### config.mk
export PLATFORM = sky130hd
export DESIGN_NAME = spr_dma_ctl_flat
export DESIGN_NICKNAME = d
export VERILOG_FILES = /design/src/rtl/spr_dma_ctl_if.sv /design/src/rtl/spr_dma_ctl.sv /design/src/flat_wrapper.sv
export SDC_FILE = /design/constraint.sdc
export NUM_CORES = 1
export LEC_CHECK = 0
export ABC_AREA = 1
export BUFFER_PORTS_ARGS = -buffer_cell sky130_fd_sc_hd__buf_2
export CAP_MARGIN = 0
export CORE_ASPECT_RATIO = 2
export CORE_MARGIN = 2
export CORE_UTILIZATION = 46
export DETAILED_ROUTE_END_ITERATION = 10
export PLACE_DENSITY = 0.72
export SETUP_SLACK_MARGIN = 0.1
export SLEW_MARGIN = 20
export SYNTH_ARGS = -nofsm -noshare
export SYNTH_HDL_FRONTEND = slang
export SYNTH_SLANG_ARGS = --single-unit
### constraint.sdc
create_clock -name clk_in -period 4.2 [get_ports clk_in]
set_input_delay 0.21 -clock clk_in [delete_from_list [all_inputs] [get_ports clk_in]]
set_output_delay 0.21 -clock clk_in [all_outputs]
set_load 0.01 [all_outputs]
### src/rtl/spr_dma_ctl_if.sv
// Sprite DMA bus bundle: CPU-side request signals and DMA bus outputs.
// master drives the CPU/bus side, slave is the DMA controller.
interface spr_dma_ctl_if;
  logic        cpu_cyc_in;
  logic [15:0] cpu_a_in;
  logic [7:0]  cpu_d_in;
  logic        cpu_r_nw_in;
  logic [7:0]  mem_d_in;
  logic        cpu_rdy_out;
  logic        dma_active_out;
  logic [15:0] mem_a_out;
  logic        mem_r_nw_out;
  logic [7:0]  mem_d_out;
  logic        dma_done_out;

  modport master (
    output cpu_cyc_in, cpu_a_in, cpu_d_in,
    output cpu_r_nw_in, mem_d_in,
    input  cpu_rdy_out, dma_active_out,
    input  mem_a_out, mem_r_nw_out,
    input  mem_d_out, dma_done_out
  );

  modport slave (
    input  cpu_cyc_in, cpu_a_in, cpu_d_in,
    input  cpu_r_nw_in, mem_d_in,
    output cpu_rdy_out, dma_active_out,
    output mem_a_out, mem_r_nw_out,
    output mem_d_out, dma_done_out
  );
endinterface

### src/rtl/spr_dma_ctl.sv
// Sprite DMA controller: $4014 write copies one CPU page to $2004.
// SPR_DMA_ODD_ALIGN_EN adds the odd-cycle ALIGN dummy read.
module spr_dma_ctl (
  input logic          clk_in,
  input logic          rst_n_in,
  spr_dma_ctl_if.slave bus
);

  localparam logic [2:0] S_IDLE  = 3'd0;
  localparam logic [2:0] S_HALT  = 3'd1;
  localparam logic [2:0] S_ALIGN = 3'd2;
  localparam logic [2:0] S_READ  = 3'd3;
  localparam logic [2:0] S_WRITE = 3'd4;

  logic [2:0]  state_q, state_d;
  logic [7:0]  page_q, page_d;
  logic [7:0]  cnt_q, cnt_d;
  logic [7:0]  data_q, data_d;
  logic        done_d;
  logic        go_align;
  logic        wr_4014;
  logic [15:0] a_d;
  logic [7:0]  dout_d;

  assign wr_4014 = (bus.cpu_a_in == 16'h4014)
                 && !bus.cpu_r_nw_in;

`ifdef SPR_DMA_ODD_ALIGN_EN
  // 1 means the CPU is on an odd cycle
  logic parity_q;

  always_ff @(posedge clk_in) begin
    if (!rst_n_in)
      parity_q <= 1'b0;
    else if (bus.cpu_cyc_in)
      parity_q <= ~parity_q;
  end

  assign go_align = parity_q;
`else
  assign go_align = 1'b0;
`endif

  always_comb begin
    state_d = state_q;
    page_d  = page_q;
    cnt_d   = cnt_q;
    data_d  = data_q;
    done_d  = 1'b0;
    if (bus.cpu_cyc_in) begin
      unique case (1'b1)
        (state_q == S_IDLE): begin
          if (wr_4014) begin
            state_d = S_HALT;
            page_d  = bus.cpu_d_in;
            cnt_d   = 8'h00;
          end
        end
        (state_q == S_HALT):
          state_d = go_align ? S_ALIGN : S_READ;
        (state_q == S_ALIGN):
          state_d = S_READ;
        (state_q == S_READ): begin
          data_d  = bus.mem_d_in;
          state_d = S_WRITE;
        end
        (state_q == S_WRITE): begin
          if (cnt_q == 8'hFF) begin
            state_d = S_IDLE;
            done_d  = 1'b1;
          end else begin
            cnt_d   = cnt_q + 8'd1;
            state_d = S_READ;
          end
        end
        default: state_d = S_IDLE;
      endcase
    end
  end

  // outputs are registered from the next-state view
  always_comb begin
    a_d    = 16'h0000;
    dout_d = 8'h00;
    unique case (1'b1)
      (state_d == S_HALT),
      (state_d == S_ALIGN): a_d = 16'h4014;
      (state_d == S_READ):  a_d = {page_d, cnt_d};
      (state_d == S_WRITE): begin
        a_d    = 16'h2004;
        dout_d = data_d;
      end
      default: a_d = 16'h0000;
    endcase
  end

  always_ff @(posedge clk_in) begin
    if (!rst_n_in) begin
      state_q            <= S_IDLE;
      page_q             <= 8'h00;
      cnt_q              <= 8'h00;
      data_q             <= 8'h00;
      bus.cpu_rdy_out    <= 1'b1;
      bus.dma_active_out <= 1'b0;
      bus.mem_a_out      <= 16'h0000;
      bus.mem_r_nw_out   <= 1'b1;
      bus.mem_d_out      <= 8'h00;
      bus.dma_done_out   <= 1'b0;
    end else begin
      state_q            <= state_d;
      page_q             <= page_d;
      cnt_q              <= cnt_d;
      data_q             <= data_d;
      bus.cpu_rdy_out    <= (state_d == S_IDLE);
      bus.dma_active_out <= (state_d != S_IDLE);
      bus.mem_a_out      <= a_d;
      bus.mem_r_nw_out   <= (state_d != S_WRITE);
      bus.mem_d_out      <= dout_d;
      bus.dma_done_out   <= done_d;
    end
  end

endmodule

### src/flat_wrapper.sv
// flat-port wrapper written by rule: the top's interface ports become plain ports
module spr_dma_ctl_flat 
  (clk_in, rst_n_in, bus_cpu_cyc_in, bus_cpu_a_in, bus_cpu_d_in, bus_cpu_r_nw_in, bus_mem_d_in, bus_cpu_rdy_out, bus_dma_active_out, bus_mem_a_out, bus_mem_r_nw_out, bus_mem_d_out, bus_dma_done_out);
  spr_dma_ctl_if bus_i ();
  input logic clk_in;
  input logic rst_n_in;
  input wire logic [$bits(bus_i.cpu_cyc_in)-1:0] bus_cpu_cyc_in;
  input wire logic [$bits(bus_i.cpu_a_in)-1:0] bus_cpu_a_in;
  input wire logic [$bits(bus_i.cpu_d_in)-1:0] bus_cpu_d_in;
  input wire logic [$bits(bus_i.cpu_r_nw_in)-1:0] bus_cpu_r_nw_in;
  input wire logic [$bits(bus_i.mem_d_in)-1:0] bus_mem_d_in;
  output wire logic [$bits(bus_i.cpu_rdy_out)-1:0] bus_cpu_rdy_out;
  output wire logic [$bits(bus_i.dma_active_out)-1:0] bus_dma_active_out;
  output wire logic [$bits(bus_i.mem_a_out)-1:0] bus_mem_a_out;
  output wire logic [$bits(bus_i.mem_r_nw_out)-1:0] bus_mem_r_nw_out;
  output wire logic [$bits(bus_i.mem_d_out)-1:0] bus_mem_d_out;
  output wire logic [$bits(bus_i.dma_done_out)-1:0] bus_dma_done_out;
  assign bus_i.cpu_cyc_in = bus_cpu_cyc_in;
  assign bus_i.cpu_a_in = bus_cpu_a_in;
  assign bus_i.cpu_d_in = bus_cpu_d_in;
  assign bus_i.cpu_r_nw_in = bus_cpu_r_nw_in;
  assign bus_i.mem_d_in = bus_mem_d_in;
  assign bus_cpu_rdy_out = bus_i.cpu_rdy_out;
  assign bus_dma_active_out = bus_i.dma_active_out;
  assign bus_mem_a_out = bus_i.mem_a_out;
  assign bus_mem_r_nw_out = bus_i.mem_r_nw_out;
  assign bus_mem_d_out = bus_i.mem_d_out;
  assign bus_dma_done_out = bus_i.dma_done_out;
  spr_dma_ctl u_core (.clk_in(clk_in), .rst_n_in(rst_n_in), .bus(bus_i));
endmodule
-- After elaboration in Yosys (flattened, before gate mapping)
Index checks and enable logic that the tools add are counted.
- add/sub/neg operators: 1
- equal/unequal tests: 11
- muxes and demuxes: 15
- reductions and logical operators: 9
- operators by type and width (cell ; count):
    $mux 8 ; 8
    $pmux 16 s3 ; 1
    $eq 16x15->1 const B ; 1
    $pmux 8 s2 ; 1
    $eq 3x2->1 const B ; 4
    $pmux 3 s4 ; 1
    $add 8x1->8 const B ; 1
    $eq 8x8->1 const B ; 1
    $eq 3x1->1 const B ; 2
    $eq 3x3->1 const B ; 2
    $logic_not 3->1 ; 2
    $mux 3 ; 2
    $reduce_or 2->1 ; 2
    $ne 3x3->1 const B ; 1
    $reduce_and 3->1 ; 1
    $reduce_bool 3->1 ; 1
    $mux 2 ; 1
    $reduce_and 2->1 ; 1
    $logic_and 1x1->1 ; 1
    $logic_not 1->1 ; 1
    $mux 1 ; 1
- bits in registers: 55
- word-level logic and storage cells: 46

-- Depth between registers and ports, before layout
Gate-level depths: netlist of run 1.
- word-level depth: 8
- gate-level depth with buffers: 12
- gate-level depth less buffers: 12

-- Worst setup path after synthesis of run 1
Ideal clock, no wire load.
- kind: reg-to-reg
- start point: register u_core.cnt_q[0]
- end point: register u_core.bus.mem_d_out[0]
- cell stages (with the launch flop): 13
- path buffers: 1
- slack: 2.677 ns
- data arrival time: 1.461 ns
- required time: 4.138 ns
- cell sequence: dfxtp_1 ha_1 inv_1 nor2_1 nand2_2 nand2_2 nand2_2 nand2_2 o21ai_2 nor2_2 nand3_2 buf_6 nor2_2
- longest elaborated chain between the ends: 6
- RTL lines (item ; RTL line ; RTL):
    start, declared ; spr_dma_ctl.sv:17 ; logic [7:0] cnt_q, cnt_d;
    start signal, assigned ; spr_dma_ctl.sv:112 ; cnt_q <= cnt_d;
    $eq 8x8->1 ; spr_dma_ctl.sv:68 ; if (cnt_q == 8'hFF) begin
    $mux 2 ; spr_dma_ctl.sv:68 ;
    $pmux 3 s4 ; spr_dma_ctl.sv:51 ; unique case (1'b1)
    $mux 3 ; spr_dma_ctl.sv:50 ; if (bus.cpu_cyc_in) begin
    $eq 3x3->1 ; spr_dma_ctl.sv:89 ; (state_d == S_WRITE): begin
    $reduce_and 2->1 (no line) ; n/a ;
    end signal, assigned ; spr_dma_ctl.sv:118 ; bus.mem_d_out <= dout_d;
    end, declared ; spr_dma_ctl_if.sv:29 ; output mem_d_out, dma_done_out
No other way between the ends.
A chain may end at the register's enable or synchronous reset.

-- Worst setup path in the final report of run 1
- start point: register u_core.state_q[1]
- end point: register u_core.bus.mem_a_out[13]
- longest elaborated chain between the ends: 7
- elaborated cells between the ends (all ways): 17
- classes of those cells: 8 x eq/ne; 6 x mux; 3 x reduce/logical
- RTL lines (item ; RTL line ; RTL):
    start, declared ; spr_dma_ctl.sv:15 ; logic [2:0] state_q, state_d;
    start signal, assigned ; spr_dma_ctl.sv:110 ; state_q <= state_d;
    $eq 3x2->1 / $eq 3x1->1 (equally long branches) ; spr_dma_ctl.sv:61, spr_dma_ctl.sv:59 ;
    $reduce_or 2->1 (no line) ; n/a ;
    $pmux 3 s4 ; spr_dma_ctl.sv:51 ;
    $mux 3 ; spr_dma_ctl.sv:50 ;
    $eq 3x2->1 / $eq 3x1->1 (equally long branches) ; spr_dma_ctl.sv:87, spr_dma_ctl.sv:86 ;
    $reduce_or 2->1 ; spr_dma_ctl.sv:85 ; unique case (1'b1)
    $pmux 16 s3 (*) ; spr_dma_ctl.sv:85 ;
    end signal, assigned ; spr_dma_ctl.sv:105 ; bus.mem_a_out <= 16'h0000;
    end signal, assigned ; spr_dma_ctl.sv:116 ; bus.mem_a_out <= a_d;
    end, declared ; spr_dma_ctl_if.sv:28 ; output mem_a_out, mem_r_nw_out,
Every way passes the cells marked *; elsewhere a longest branch is shown, timed or not.

==> results of run 1 <==
[registers in the layout (all words and copies together), names as in the netlist]
register,count
u_core.state_q,3
u_core.bus.dma_active_out,1
u_core.cnt_q,8
u_core.bus.mem_r_nw_out,1
u_core.page_q,8
u_core.data_q,8
u_core.bus.cpu_rdy_out,1
u_core.bus.mem_d_out,8
u_core.bus.dma_done_out,1
u_core.bus.mem_a_out,16
[worst max-delay path, cell delays in order, from the launching register on]
cell	delay [ns]
dfxtp_1	0.44
nand4_1	0.52
o21ai_2	0.27
inv_2	0.06
nand2_2	0.26
inv_1	0.17
nand3_1	0.13
nand2_2	0.04
[power by group]
part,internal (mW),total (mW),leakage [nW],switching [mW]
clock network,0.238,0.409,0.0644,0.171
logic,0.0164,0.0376,0.854,0.0213
registers,0.522,0.522,0.443,0.000764
total,0.776,0.969,1.36,0.193
[layout make-up]
| cell class | count | area share [%] |
|---|---|---|
| Clock buffer | 5 | 2.50 |
| Inverter | 40 | 5.44 |
| Multi-Input combinational cell | 189 | 35.7 |
| Timing Repair Buffer | 63 | 11.4 |
| Clock inverter | 3 | 2.45 |
| Tap cell | 57 | 2.59 |
| Sequential cell | 55 | 39.9 |
[cell families after synthesis]
| logic type | synth area share (%) |
|---|---|
| AND/OR/NAND/NOR | 32.9 |
| AO/OA/AOI/OAI | 6.14 |
| multiplexers | 3.51 |
| adder cells (fa/ha/maj) | 0.548 |
| flip-flops | 48.2 |
| buffers and inverters | 8.71 |
[cells in the mapped netlist]
cell	instances	share of area [%]
o21ai_0	9	2.0
nand2_2	7	1.9
inv_1	35	5.8
and2_1	1	0.27
o21ai_1	4	0.88
buf_4	2	0.66
nor3_2	5	2.2
nand4_1	2	0.55
nand2_1	46	7.6
o31ai_2	1	0.55
o21ai_2	2	0.77
o21bai_1	1	0.33
buf_6	2	0.99
nor3b_1	1	0.33
nor2_1	50	8.2
nand3_2	1	0.44
ha_1	1	0.55
nor3_1	7	1.5
a21oi_1	6	1.3
nor4_1	1	0.27
nor2_4	2	0.99
nand3_1	21	4.6
clkbuf_1	3	0.49
nand4_2	1	0.55
nor3_4	1	0.71
mux2i_1	8	3.5
o21a_1	1	0.33
inv_2	5	0.82
dfxtp_1	55	48
nor2_2	9	2.5
or2_0	1	0.27
[final timing paths]
kind | start | to | slack, ns | cells past startpoint
setup / recovery | u_core.state_q[1] | u_core.bus.mem_a_out[13] | 2.19 | 7
hold / removal | bus_mem_d_in[1] | u_core.data_q[1] | 0.17 | 3
setup reg to reg | u_core.state_q[1] | u_core.bus.mem_a_out[13] | 2.19 | 7
hold reg to reg | u_core.page_q[0] | u_core.page_q[0] | 0.49 | 2
[metal layers]
layer / part of all wire, % / vias up
li1: - / 1039
met1: 36 / 922
met2: 56 / 58
met3: 4.2 / 12
met4: 3.4 / 0
met5: 0 / -
[placed cells by master (no fill, tap or decap), types with 2 or more instances in the layout]
master,n
buf_2,63
dfxtp_1,55
nor2_1,50
nand2_1,46
inv_1,35
nand3_1,21
o21ai_0,9
nor2_2,9
mux2i_1,8
nand2_2,7
nor3_1,7
a21oi_1,6
inv_2,5
nor3_2,5
clkbuf_8,5
o21ai_1,4
nor2_4,2
nand4_1,2
o21ai_2,2
bufinv_16,2
==> out/qor.yml, run 1 <==
worstSetupPathType: "reg2reg"
ys_warn_count: 0
die-height_um: 104
portBuffers: 63
routed_wl_mm: 5.16
postSynthAreaPerCell_um2: 7.85
ys_seq_elements: 55
critPathLaunchType: "register"
holdBufCountCts: 0
htree_levels: 2
period_needed_ns: 2.01
grt_start_max_net_pins: 18
drv_slew: 0
initial_core_util_pct: 47.4
antenna_found_initial: 0
dieArea_um2: 5580
stdcell_area_um2: 2760
finalClockSkew_ns: 0.00549
status: "finished clean"
nFillCells: 451
root_buffer: "clkbuf_8"
drt_iter0_drc: 49
final_util_pct: 57.2
leakage_nw: 1.36
synth.distinct_cells: 31
place_ws_ns: 2.10
rows: 36
overflow: 0
drtAntennaViolNets: 0
maxSlewHeadroom_pct: 60.4
met2_usage_pct: 36.6
nNetsFinal: 391
rsz0062_at_grt: "no"
syn_area_um2: 2280
drive_gt1_share_pct: 29.6
vias_per_cell: 4.93
ioPinCount: 64
grt_pass1_vias: 1972
fp.coreArea_um2: 4820
wire_per_inst_um: 12.5
ys_seq_area_share_pct: 48.2
grt_use_total_pct: 20.1
final-setup-viol-count: 0
num_antenna_cells: 0
grt_util_met3_pct: 3.89
cts_buffers: 5
vdd_drop_max_v: 0.000379
dp_cells: 404
clock_sink_count: 55
postSynthNetCount: 328
tns_ns: 0
multiInputGateArea_um2: 983
min_period_over_period_pct: 47.8
power_density_nw_per_um2: 351
die_x_um: 53.8
drc: 0
tightest_slew_ns: 0.593
grt_util_met1_pct: 18.7
hold_viol: 0
post-dp-hpwl_mm: 3.98
dr.pass1.iters: 4
grt_pass1_wl_mm: 8.26
postCtsSetupBuffers: 0
crit_path_max_fanout: 13
total_power_uw: 969
dr_total_vias: 2031
worstPathArrival_ns: 2.21
netlist_instances: 291
hold_ws_ns: 0.169
cts_resized: 0
tritoncts: "yes"
layout.cells.non_filler: 412
max_freq_mhz: 498
syn2layout_area_growth_pct: 20.8
endpoint_kind: "register"
maxCapViolations: 0
timing.final.ws_setup_ns: 2.19
clockBufferDepth: 2
crit_required_ns: 4.40
clock_latency_ns: 0.31
layout.area.seq_um2: 1100
place_area_um2: 2620
place_congestion: 1.01
clk_pin_slew_ns: 0.09
grt_busiest_layer: "met2"
holdCritPathClass: "in2reg"
(Power assumes the default switching activity.)
==> run 2: changes to the inputs <==
--- a/config.mk
+++ b/config.mk
@@ -5,7 +5,7 @@
 export SDC_FILE = /design/constraint.sdc
 export NUM_CORES = 1
 export LEC_CHECK = 0
-export ABC_AREA = 1
+export ABC_AREA = 0
 export BUFFER_PORTS_ARGS = -buffer_cell sky130_fd_sc_hd__buf_2
 export CAP_MARGIN = 0
 export CORE_ASPECT_RATIO = 2
==> constraint.sdc (replaced) <==
create_clock -name clk_in -period 2.05 [get_ports clk_in]
set_input_delay 0.1025 -clock clk_in [delete_from_list [all_inputs] [get_ports clk_in]]
set_output_delay 0.1025 -clock clk_in [all_outputs]
set_load 0.01 [all_outputs]
==> run 2 against run 1 <==
Maximum frequency rose by 5.7%. Final cell count shrank 16%. Combinational power grew 66%. Cell area increased by 0.77%. Hold slack got worse by 0.13 ns. Synthesized area shrank 5.5%. Sequential cell count is the same. Synthesized cell count decreased by 26%.
==> out/qor.yml, run 2 <==
status: "finished clean"
dr.pass1.iters: 4
crit_family: "compound AO/OA/AOI/OAI gates"
critical-path-max-stage-delay_ns: 0.38
ioPinCount: 64
r2r-start: "u_core.cnt_q[1]"
htree_levels: 2
dieArea_um2: 5290
synth_edf_count: 0
syn2layout_area_growth_pct: 28.8
power_density_nw_per_um2: 615
cts_buffers: 5
final-setup-viol-count: 0
antenna_found_initial: 0
worstPathArrival_ns: 2.14
drt_iter0_drc: 43
rows: 35
postSynthNetCount: 253
crit_path_max_fanout: 6
initial_core_util_pct: 47.4
tns_ns: 0
r2r_cells: 8
clk_pin_slew_ns: 0.09
vias_per_cell: 5.42
synth.distinct_cells: 49
nNetsFinal: 327
post-dp-hpwl_mm: 3.88
grt_use_total_pct: 20.3
synth_area_leaders: "dfxtp_1 51%, mux2i_1 7.9%, nor2_1 4.5%"
r2r-end: "u_core.bus.mem_d_out[4]"
largest_reg_flops: 16
min_period_over_period_pct: 92.7
tritoncts: "yes"
holdBufCountCts: 0
synth_most_common_cell: "dfxtp_1"
largest_register: "u_core.bus.mem_a_out"
postSynthAreaPerCell_um2: 9.99
drv_slew: 0
maxCapViolations: 0
layout.cells.most_common: "buf_2"
fp.coreArea_um2: 4550
hold_viol: 0
drtAntennaViolNets: 0
grt_start_max_net_pins: 19
ys.flop_type: "dfxtp_1"
syn_area_um2: 2160
holdPathEnd: "u_core.page_q[6]"
vdd_drop_max_v: 0.000679
tightest_slew_ns: 0.483
ys_seq_area_share_pct: 51.0
hold_ws_ns: 0.0369
num_antenna_cells: 0
rrSetupSlack_ns: 0.15
finalClockSkew_ns: 0.00617
netlist_instances: 216
maxSlewHeadroom_pct: 67.5
place_congestion: 0.990
clock_sink_count: 55
synth_common_cells: "55 x dfxtp_1, 26 x nor2_1, 17 x mux2i_1"
wire_per_inst_um: 15.4
worstSetupPathType: "reg2reg"
holdPathStages: 3
routed_wl_mm: 5.33
portBuffers: 63
die_x_um: 52.4
leakage_nw: 1.29
endpoint_kind: "register"
period_needed_ns: 1.90
layout_common_cells: "63 x buf_2, 51 x dfxtp_1, 26 x nor2_1"
ys_warn_count: 0
synth_top_area_share_pct: 51.0
drc: 0
cp.buffers_inverters: 1
rsz0062_at_grt: "yes"
clock_latency_ns: 0.30
grt_pass1_wl_mm: 8.13
min-delay-start: "bus_cpu_d_in[6]"
crit_path_top_delay_cell: "dfxtp_4"
overflow: 0
critical_path.cell_chain: "ha_4 > nand4_1 > o21a_4 > a221o_2 > nor3b_4 > nand2_2 > buf_12 > nor2_2"
post-synth-top-area-cell: "dfxtp_1"
synth-async-reset-ratio_pct: 0
root_buffer: "clkbuf_8"
dr_total_vias: 1877
critPathLaunchType: "register"
clockBufferDepth: 2
holdCritPathClass: "in2reg"
drive_gt1_share_pct: 39.2
grt_pass1_vias: 1929
crit_required_ns: 2.29
die-height_um: 101
ys_seq_elements: 55
max_freq_mhz: 526
==> run 2: changes by cell type after synthesis, sizes merged, moves of 3 or more <==
cell	delta
nor2b	+5
buf	+3
inv	-33
nand2	-42
and3	+3
and4	+3
nor2	-27
o21ai	-7
nand3	-18
mux2i	+9
o211ai	+3
==> run 2: stage by stage <==
step | util (%) | cells | setup WS [ns] | power [mW] | cell area [um2]
2_1_floorplan | - | 216 | 0.168 | 1.11 | 2160
3_3_place_gp | 56.0 | 333 | 0.137 | 1.15 | 2550
3_5_place_dp | 56.0 | 333 | 0.0622 | 1.15 | 2550
4_1_cts | 58.2 | 343 | 0.114 | 1.72 | 2650
5_1_grt | 61.0 | 346 | 0.0584 | 1.76 | 2780
6_report | 61.0 | 346 | 0.150 | 1.71 | 2780
==> run 2: power by group <==
part / switching, mW / leakage, nW / internal (mW)
clock: 0.342 / 0.0412 / 0.240
combinational: 0.0328 / 0.798 / 0.0297
sequential: 0.0000388 / 0.445 / 1.06
total: 0.375 / 1.29 / 1.33
==> run 2: metal layers <==
layer  share of wire [%]  wire length (um)  vias up  GRT usage (%)
li1                    -                 -      911              -
met1                  35              1860      895           20.0
met2                  57              3040       51           36.7
met3                 3.5               184       20           3.26
met4                 4.7               248        0           13.6
met5                   0                 0        -              0
==> run 2: final cells by class <==
type | instances | area (um2)
tap | 55 | 68.8
timing repair buffer | 78 | 458
clock inverter | 2 | 12.5
sequential | 55 | 1110
clock buffer | 6 | 72.6
multi-input combinational | 143 | 1030
fill | 445 | 1780
inverter | 7 | 26.3
==> run 2: worst reg2reg max path: stages (launching register included) <==
cell     delay (ns)
dfxtp_4        0.38
ha_4           0.13
nand4_1        0.10
o21a_4         0.25
a221o_2        0.37
nor3b_4        0.23
nand2_2        0.12
buf_12         0.17
nor2_2         0.09
==> run 2: timing repair <==
action,in CTS,in global routing
pin swaps,1,11
endpoints found under the setup margin,11,20
gates resized for setup,2,19
cloned,0,1
setup buffers,2,2
==> run 2: cell families after synthesis <==
group / share of synthesized area [%]
flip-flops: 51.0
AO/OA/AOI/OAI: 11.5
adder cells (fa/ha/maj): 0.580
multiplexers: 7.89
XOR/XNOR: 0.406
AND/OR/NAND/NOR: 23.7
buffers and inverters: 4.93
==> run 2: worst max path at each step <==
stage	from	endpoint	slack (ns)	cells past startpoint
floorplan	u_core.cnt_q[0]	u_core.bus.mem_d_out[0]	0.17	8
global placement	u_core.cnt_q[0]	u_core.bus.mem_d_out[1]	0.14	8
detailed placement	u_core.cnt_q[0]	u_core.bus.mem_d_out[7]	0.06	8
CTS	u_core.cnt_q[1]	u_core.bus.mem_d_out[7]	0.11	8
global route	u_core.cnt_q[0]	u_core.bus.mem_d_out[5]	0.06	8
finish	u_core.cnt_q[1]	u_core.bus.mem_d_out[4]	0.15	8
